### config.mk
export PLATFORM = sky130hd
export DESIGN_NAME = vga_sequencer
export DESIGN_NICKNAME = d
export VERILOG_FILES = /design/src/rtl/vga_sequencer.sv
export SDC_FILE = /design/constraint.sdc
export NUM_CORES = 1
export LEC_CHECK = 0
export BUFFER_PORTS_ARGS = -buffer_cell sky130_fd_sc_hd__buf_2
export CAP_MARGIN = 20
export CORE_MARGIN = 2
export CORE_UTILIZATION = 40
export CTS_CLUSTER_DIAMETER = 120
export DETAILED_ROUTE_END_ITERATION = 10
export GPL_TIMING_DRIVEN = 0
export PLACE_DENSITY = 0.55
export SYNTH_ARGS = -nofsm -noshare
export SYNTH_HDL_FRONTEND = slang
export SYNTH_SLANG_ARGS = --single-unit
export TNS_END_PERCENT = 30
### constraint.sdc
create_clock -name clk -period 8.6 [get_ports clk]
set_clock_uncertainty 0.05 [all_clocks]
set_input_delay 0 -clock clk [delete_from_list [all_inputs] [get_ports clk]]
set_output_delay 0 -clock clk [all_outputs]
set_load 0.02 [all_outputs]
### src/rtl/vga_sequencer.sv
// vga_sequencer: frame-synchronous command sequencer for the VGA pixel datapath.
//
// Host commands are queued in a small FIFO. Each command carries a vga_control
// byte and a hold field h. A command is applied on a vsync rising edge (the
// frame tick) and stays on vga_control for h+1 frames. vga_control only changes
// in the cycle after a frame tick, so every byte is stable for whole frames.
//
// Parameters:
//   FIFO_DEPTH  command FIFO entries (power of two, 2..16)
//   AUTO_HOLD   frames per autoplay step (1..255)
//
// Ports:
//   clk          single clock, rising edge
//   rst          synchronous active-high reset
//   vsync        VGA vertical sync, synchronous to clk
//   cmd_valid    host command offered
//   cmd_data     [7:0] control byte, [11:8] hold field h
//   cmd_ready    FIFO can accept a command (!full)
//   vga_control  [7:6] mode, [5:0] payload
//   busy         a host command is active
//   fifo_count   entries in the FIFO
//
// Build option: define SEQ_AUTOPLAY_EN to step through a demo pattern
// (8'h80..8'h8A) every AUTO_HOLD frames while idle with an empty FIFO.

module vga_sequencer #(
  parameter int unsigned FIFO_DEPTH = 4,
  parameter int unsigned AUTO_HOLD  = 60
) (
  input  logic        clk,
  input  logic        rst,
  input  logic        vsync,
  input  logic        cmd_valid,
  input  logic [11:0] cmd_data,
  output logic        cmd_ready,
  output logic [7:0]  vga_control,
  output logic        busy,
  output logic [4:0]  fifo_count
);

  localparam int unsigned AW = $clog2(FIFO_DEPTH);

  if (FIFO_DEPTH < 2 || FIFO_DEPTH > 16 || (FIFO_DEPTH & (FIFO_DEPTH - 1)) != 0) begin : g_bad_depth
    $error("vga_sequencer: FIFO_DEPTH must be a power of two in 2..16");
  end
  if (AUTO_HOLD < 1 || AUTO_HOLD > 255) begin : g_bad_hold
    $error("vga_sequencer: AUTO_HOLD must be in 1..255");
  end

  typedef enum logic {
    IDLE,
    HOLD
  } state_t;

  // Frame tick
  logic vsync_q;
  logic first_q;
  logic frame_tick;

  // FIFO
  logic [11:0]   mem_q [FIFO_DEPTH];
  logic [AW-1:0] rd_ptr_q, wr_ptr_q;
  logic [4:0]    count_q, count_d;
  logic          full, empty, push, pop;
  logic [11:0]   head;

  // Sequencer
  state_t      state_q, state_d;
  logic [3:0]  rem_q, rem_d;
  logic [7:0]  vga_q, vga_d;

`ifdef SEQ_AUTOPLAY_EN
  logic [7:0]  div_q, div_d;
  logic [3:0]  step_q, step_d;
`endif

  // first_q masks the tick in the first cycle after reset: vsync_q restarts
  // at 0, so a vsync already high would otherwise look like a rising edge.
  always_ff @(posedge clk) begin
    if (rst) begin
      vsync_q <= 1'b0;
      first_q <= 1'b1;
    end else begin
      vsync_q <= vsync;
      first_q <= 1'b0;
    end
  end

  assign frame_tick = vsync & ~vsync_q & ~first_q;

  assign full      = (count_q == 5'(FIFO_DEPTH));
  assign empty     = (count_q == '0);
  assign cmd_ready = ~full;
  assign push      = cmd_valid & ~full;
  assign head      = mem_q[rd_ptr_q];

  always_comb begin
    count_d = count_q;
    unique case ({push, pop})
      2'b10:   count_d = count_q + 5'd1;
      2'b01:   count_d = count_q - 5'd1;
      default: count_d = count_q;
    endcase
  end

  always_ff @(posedge clk) begin
    if (push) begin
      mem_q[wr_ptr_q] <= cmd_data;
    end
  end

  always_ff @(posedge clk) begin
    if (rst) begin
      rd_ptr_q <= '0;
      wr_ptr_q <= '0;
      count_q  <= '0;
    end else begin
      if (push) wr_ptr_q <= wr_ptr_q + AW'(1);
      if (pop)  rd_ptr_q <= rd_ptr_q + AW'(1);
      count_q <= count_d;
    end
  end

  // Next-state: every update is gated by frame_tick, so vga_control can only
  // move in the cycle after a tick.
  always_comb begin
    state_d = state_q;
    rem_d   = rem_q;
    vga_d   = vga_q;
    pop     = 1'b0;
`ifdef SEQ_AUTOPLAY_EN
    div_d   = div_q;
    step_d  = step_q;
`endif

    if (frame_tick) begin
      unique case (state_q)
        IDLE: begin
          if (!empty) begin
            pop     = 1'b1;
            vga_d   = head[7:0];
            rem_d   = head[11:8];
            state_d = HOLD;
          end
        end
        HOLD: begin
          if (rem_q != '0) begin
            rem_d = rem_q - 4'd1;
          end else if (!empty) begin
            pop   = 1'b1;
            vga_d = head[7:0];
            rem_d = head[11:8];
          end else begin
            state_d = IDLE;
          end
        end
        default: state_d = IDLE;
      endcase
    end

`ifdef SEQ_AUTOPLAY_EN
    // Autoplay only runs in IDLE with nothing queued; a queued command wins
    // the same tick because the divider is held clear while !empty.
    if (state_q == HOLD || !empty) begin
      div_d = '0;
    end else if (frame_tick) begin
      if (div_q == 8'(AUTO_HOLD - 1)) begin
        vga_d  = {2'b10, 2'b00, step_q};
        step_d = (step_q == 4'd10) ? '0 : step_q + 4'd1;
        div_d  = '0;
      end else begin
        div_d = div_q + 8'd1;
      end
    end
`endif
  end

  always_ff @(posedge clk) begin
    if (rst) begin
      state_q <= IDLE;
      rem_q   <= '0;
      vga_q   <= 8'h3F;
`ifdef SEQ_AUTOPLAY_EN
      div_q   <= '0;
      step_q  <= '0;
`endif
    end else begin
      state_q <= state_d;
      rem_q   <= rem_d;
      vga_q   <= vga_d;
`ifdef SEQ_AUTOPLAY_EN
      div_q   <= div_d;
      step_q  <= step_d;
`endif
    end
  end

  assign vga_control = vga_q;
  assign busy        = (state_q == HOLD);
  assign fifo_count  = count_q;

endmodule

Word-level counts from Yosys, hierarchy flattened
Memories as Yosys holds them, arrays and structs flattened. A register that Yosys moved wholly into a read port is not among the register bits.
Cells that the tools add are included.

storage, ports and cells
  logic and storage cells = 47
  register bits after elaboration = 24
  bits of input ports = 16
  bits in writable memories = 48
  memories = 1
  output and inout bits = 15
  memory bits (read-only) = 0
  bits in latches = 0

operators by class
  order comparisons = 0
  shift-type cells = 0
  multiplexer cells = 18
  equal/unequal tests = 4
  bitwise gates (word level) = 7
  $mul = 0
  reduce and logical (&&, ||, !) cells = 4
  add/sub/neg operators = 5
  div/mod/pow operators = 0

memories
  memory  words  width  rd ports  clocked after memory_dff  wr ports  line  RTL
  mem_q   4      12     1         1                         1         61    logic [11:0] mem_q [FIFO_DEPTH];

operator list
  kind                                              count
  two-way mux 8 bit                                 2
  one-hot mux 8 bit (2 select lines)                1
  one-hot mux 5 bit (2 select lines)                1
  two-way mux 4 bit                                 2
  one-hot mux 4 bit (2 select lines)                1
  two-way mux 1 bit                                 7
  adder 5 x 1 -> 5 bit, second input constant       1
  == test 5 x 3 -> 1 bit, second input constant     1
  logical NOT 5 bit                                 1
  subtractor 5 x 1 -> 5 bit, second input constant  1
  adder 2 x 1 -> 2 bit, second input constant       2
  two-way mux 2 bit                                 2
  inverter 1 bit                                    4
  one-hot mux 1 bit (2 select lines)                2
  nonzero test 4 bit                                1
  subtractor 4 x 1 -> 4 bit, second input constant  1
  bitwise AND 1 bit                                 3
  == test 2 x 1 -> 1 bit, second input constant     1
  == test 2 bit, second input constant              1
  inequality test 2 bit, second input constant      1
  AND reduction 2 bit                               1
  nonzero test 2 bit                                1

Logic depth before layout (Yosys ltp)
  depth after elaboration = 7
  depth in mapped cells = 15
  gate-level depth less buffers = 13

Worst setup path after synthesis
No wires, ideal clock.

  path kind = reg-to-reg
  start = register count_q[2] (netlist: fifo_count[2])
  end = register count_q[4] (netlist: fifo_count[4])
  setup time = 0.123 ns
  cell stages (with the launch flop) = 14
  path buffers = 3
  arrival = 3.248 ns
  data required time = 8.427 ns
  slack = 5.179 ns
  clock period less this slack = 3.421 ns
  cells stage by stage = dfxtp_1 > clkbuf_1 > nor3_2 > or3_1 > inv_2 > buf_2 > ha_1 > clkbuf_1 > xor2_1 > ha_1 > a41o_1 > a311oi_1 > mux2i_1 > mux2_1

between the ends
  longest elaborated chain between the ends = 7
  elaborated cells between the ends (all ways) = 14
  classes of those cells = add/sub: 2; eq/ne: 3; mux: 5; bitwise: 2; reduce/logical: 2

RTL lines
  what                                                                             line      RTL
  start: declaration                                                               63        logic [4:0] count_q, count_d;
  start signal: assignment                                                         120       count_q <= count_d;
  logical NOT 5 bit *                                                              92        assign empty = (count_q == '0);
  two-way mux 1 bit *                                                              139, 149
  two-way mux 1 bit                                                                147       if (rem_q != '0) begin
  one-hot mux 1 bit (2 select lines) *                                             137       unique case (state_q)
  two-way mux 1 bit *                                                              136       if (frame_tick) begin
  named net pop                                                                    64        logic full, empty, push, pop;
  == test 2 x 1 -> 1 bit / == test 2 bit (equally long branches)                   99        unique case ({push, pop})
  one-hot mux 5 bit (2 select lines) / nonzero test 2 bit (equally long branches)  --

The timed path passes the listed nets; every way through them passes the cells marked *.
A chain may end at the register's enable or synchronous reset.

Worst setup path after layout
  start = register rem_q[0]
  end = register count_q[4] (netlist: fifo_count[4])

between the ends
  longest elaborated chain between the ends = 6
  elaborated cells between the ends (all ways) = 8
  classes of those cells = eq/ne: 2; mux: 4; reduce/logical: 2

RTL lines
  what                                                                             line  RTL
  start: declaration                                                               69    logic [3:0] rem_q, rem_d;
  start signal: assignment                                                         189   rem_q <= rem_d;
  nonzero test 4 bit *                                                             147
  two-way mux 1 bit *                                                              147
  one-hot mux 1 bit (2 select lines) *                                             137
  two-way mux 1 bit *                                                              136
  named net pop                                                                    64
  == test 2 x 1 -> 1 bit / == test 2 bit (equally long branches)                   99
  one-hot mux 5 bit (2 select lines) / nonzero test 2 bit (equally long branches)  --

Marked as above.

==> run metrics <==
critical path type=reg2reg; slew at the pin closest to its max-slew limit=0.640 ns; status=finished clean; Crit Reg-Reg Startpoint=rem_q[0]$_SDFFE_PP0P_; min-delay worst type=in2reg; n_diodes=0; CP Launch Type=flop; final hold violations=0; Core Area=7330 um^2; # H-tree levels=3; # IOs=31; First-pass DRT Iterations=4; r2r setup slk=4.85 ns; Slew Limit Headroom=57.0%; setup bufs post-CTS=0; fraction of layout cells with a size suffix above 1=25.1%; Worst Path Arrival=3.92 ns; Total Power=0.840 mW; drt wl/cell=14.9 um; Final setup viols=0; first-pass GRT wire length=9270 um; TNS Setup=0 ns; DRT Wirelength=5560 um; WHS Endpoint=wr_ptr_q[0]$_SDFFE_PP0P_; slowest stage cell, crit path=or3_1; initial antenna violation count=0; Max Clock Freq=267 MHz; Seq cells post-synth=74; CP Cell Sequence=inv_1, ha_1, inv_1, o31a_1, or3_1, inv_2, buf_2, ha_1, clkbuf_1, xor2_1, ha_1, a41o_1, a311oi_1, mux2i_1, mux2_1; worst-case reg-to-reg path depth=15; average size of a mapped cell=14.2 um^2; commonest non-fill, non-tap cell in the layout=edfxtp_1; Final min period=3.75 ns; WP data required=8.78 ns; FP Rows=31; CP most frequent cell=ha_1; CTS Root Cell=clkbuf_8; P per Cell Area=228 nW/um^2; area of the die=8340 um^2; hpwl dp=3650 um; clock slew at reported path FFs=0.08 ns; synth unique cells=39; ANT nets after route=0; pin count of the biggest net entering global routing=15; area added between synthesis and finish=20.6%; Congestion Overflow GR=0; Leak Pwr=1.39 nW; Final nets=295; fin crit share=43.6%; Chip Width=91.3 um; Synth warnings=0; CP Max Fanout=10; RePlAce Congestion=0.749; synthesized instance count=215; launch point of the worst path=rem_q[0]$_SDFFE_PP0P_; Max VDD drop=141 uV; DRC violations left=0; clk sinks=74; number of flops mapped to enable cells by yosys=48; IO Port Bufs=30; Hold Path Stages=5; initial drt markers=103; worst skew pair latency=0.33 ns; R2R Path End=fifo_count[4]$_SDFFE_PP0P_; via count=1775; Die H=91.3 um; Clock Tree Buf Depth=2; Fin Hold WS=0.164 ns; Max Slew Vio Count=0; Avg Vias per Cell=4.75; slowest stage delay, CP=0.38 ns; vias in the first global route=1806; unrepaired setup endpoints after global routing=no; total CTS buffers=9; fraction of registers with async set/reset=0%; syn_nets=240; sequential fraction of the synthesis area=64.3%; Initial Utilization=41.6%; GRT Resource Usage Total=14.9%; max cap viols=0; CTS tree=built; commonest cells after routing, fill and taps aside=edfxtp_1 (48), buf_2 (35), dfxtp_1 (26); hold path start=cmd_valid; crit end category=flop; Synth Flop Type=edfxtp_1; post-synthesis cell area=3050 um^2
[metal layers]
layer | vias up | routed length (um) | track usage [%]
li1 | 901 | - | -
met1 | 836 | 2820 | 20.5
met2 | 30 | 2500 | 22.1
met3 | 8 | 152 | 3.40
met4 | 0 | 80 | 7.58
met5 | - | 0 | 0
[layout make-up]
class                      count  area (um^2)
buffer                        12         58.8
clock buffer                  11          153
clock inverter                 5         61.3
fill                         641         3650
inverter                      10         37.5
multi-input combinational    119          992
sequential                    74         1960
tap                           99          124
timing repair buffer          44          290
[Yosys cell counts, drive strengths merged, types with 2 or more instances]
cell type,number,area [um^2]
nand2,18,67.6
and2,4,25.0
mux4,12,270
nor3,4,25.0
nand3,2,10.0
or3,4,30.0
inv,10,37.5
o21ai,4,20.0
nor3b,2,20.0
nor2b,3,18.8
buf,6,36.3
o31a,2,17.5
nor2,17,63.8
xnor2,3,26.3
clkbuf,6,22.5
nand3b,6,45.0
edfxtp,48,1440
a311oi,3,26.3
xor2,5,43.8
dfxtp,26,521
mux2i,3,30.0
a21oi,7,35.0
ha,9,113
[through the flow]
step / instance area, um^2 / util (%) / setup WS, ns / std cells
after floorplan: 3050 / - / 5.18 / 215
after global placement: 3320 / 45.3 / 4.85 / 344
after detailed placement: 3320 / 45.3 / 4.89 / 344
after CTS: 3680 / 50.2 / 4.85 / 374
after global routing: 3680 / 50.2 / 4.59 / 374
final: 3680 / 50.2 / 4.85 / 374
[flip-flops by register name (all words and copies together) (netlist names), named ones only]
name / cells
mem_q: 48
rd_ptr_q: 2
first_q: 1
wr_ptr_q: 2
vsync_q: 1
fifo_count: 5
busy: 1
vga_control: 8
rem_q: 4
[where the power goes]
group          internal [mW]  switching, mW  total [mW]
combinational         0.0588         0.0779       0.137
clock                  0.153          0.130       0.283
sequential             0.407         0.0134       0.421
total                  0.619          0.221       0.840
[timing repair]
item / in CTS / in global routing
resized for setup: 0 / 0
hold endpoints to repair: 50 / 0
hold buffers: 14 / 0
setup endpoints to repair: 0 / 0
[how the worst max path moves through the flow]
stage                                 end  slack, ns  cells past startpoint
2_1_floorplan  fifo_count[4]$_SDFFE_PP0P_       5.18                     13
3_3_place_gp   fifo_count[4]$_SDFFE_PP0P_       4.85                     15
3_5_place_dp   fifo_count[4]$_SDFFE_PP0P_       4.89                     15
4_1_cts        fifo_count[4]$_SDFFE_PP0P_       4.85                     15
5_1_grt        fifo_count[4]$_SDFFE_PP0P_       4.59                     15
6_report       fifo_count[4]$_SDFFE_PP0P_       4.85                     15
[cells by family (layout without fill, tap and decap cells)]
group,count (synthesis),in the layout,synth area share (%)
mux,16,16,10.2
compound gates,24,24,5.74
simple gates,62,62,10.6
fa+ha+maj,9,9,3.69
xor+xnor,8,8,2.30
flops,74,74,64.3
buf+inv,22,82,3.16
[worst max-delay path: cells and delay by family, from the launching register on]
family | cells | cell delay (ns)
buf+inv | 5 | 0.75
xor+xnor | 1 | 0.12
mux | 2 | 0.58
fa+ha+maj | 3 | 0.56
simple gates | 1 | 0.38
compound gates | 3 | 0.87
flops | 1 | 0.33
No activity file was read; power rests on OpenSTA's default activity.
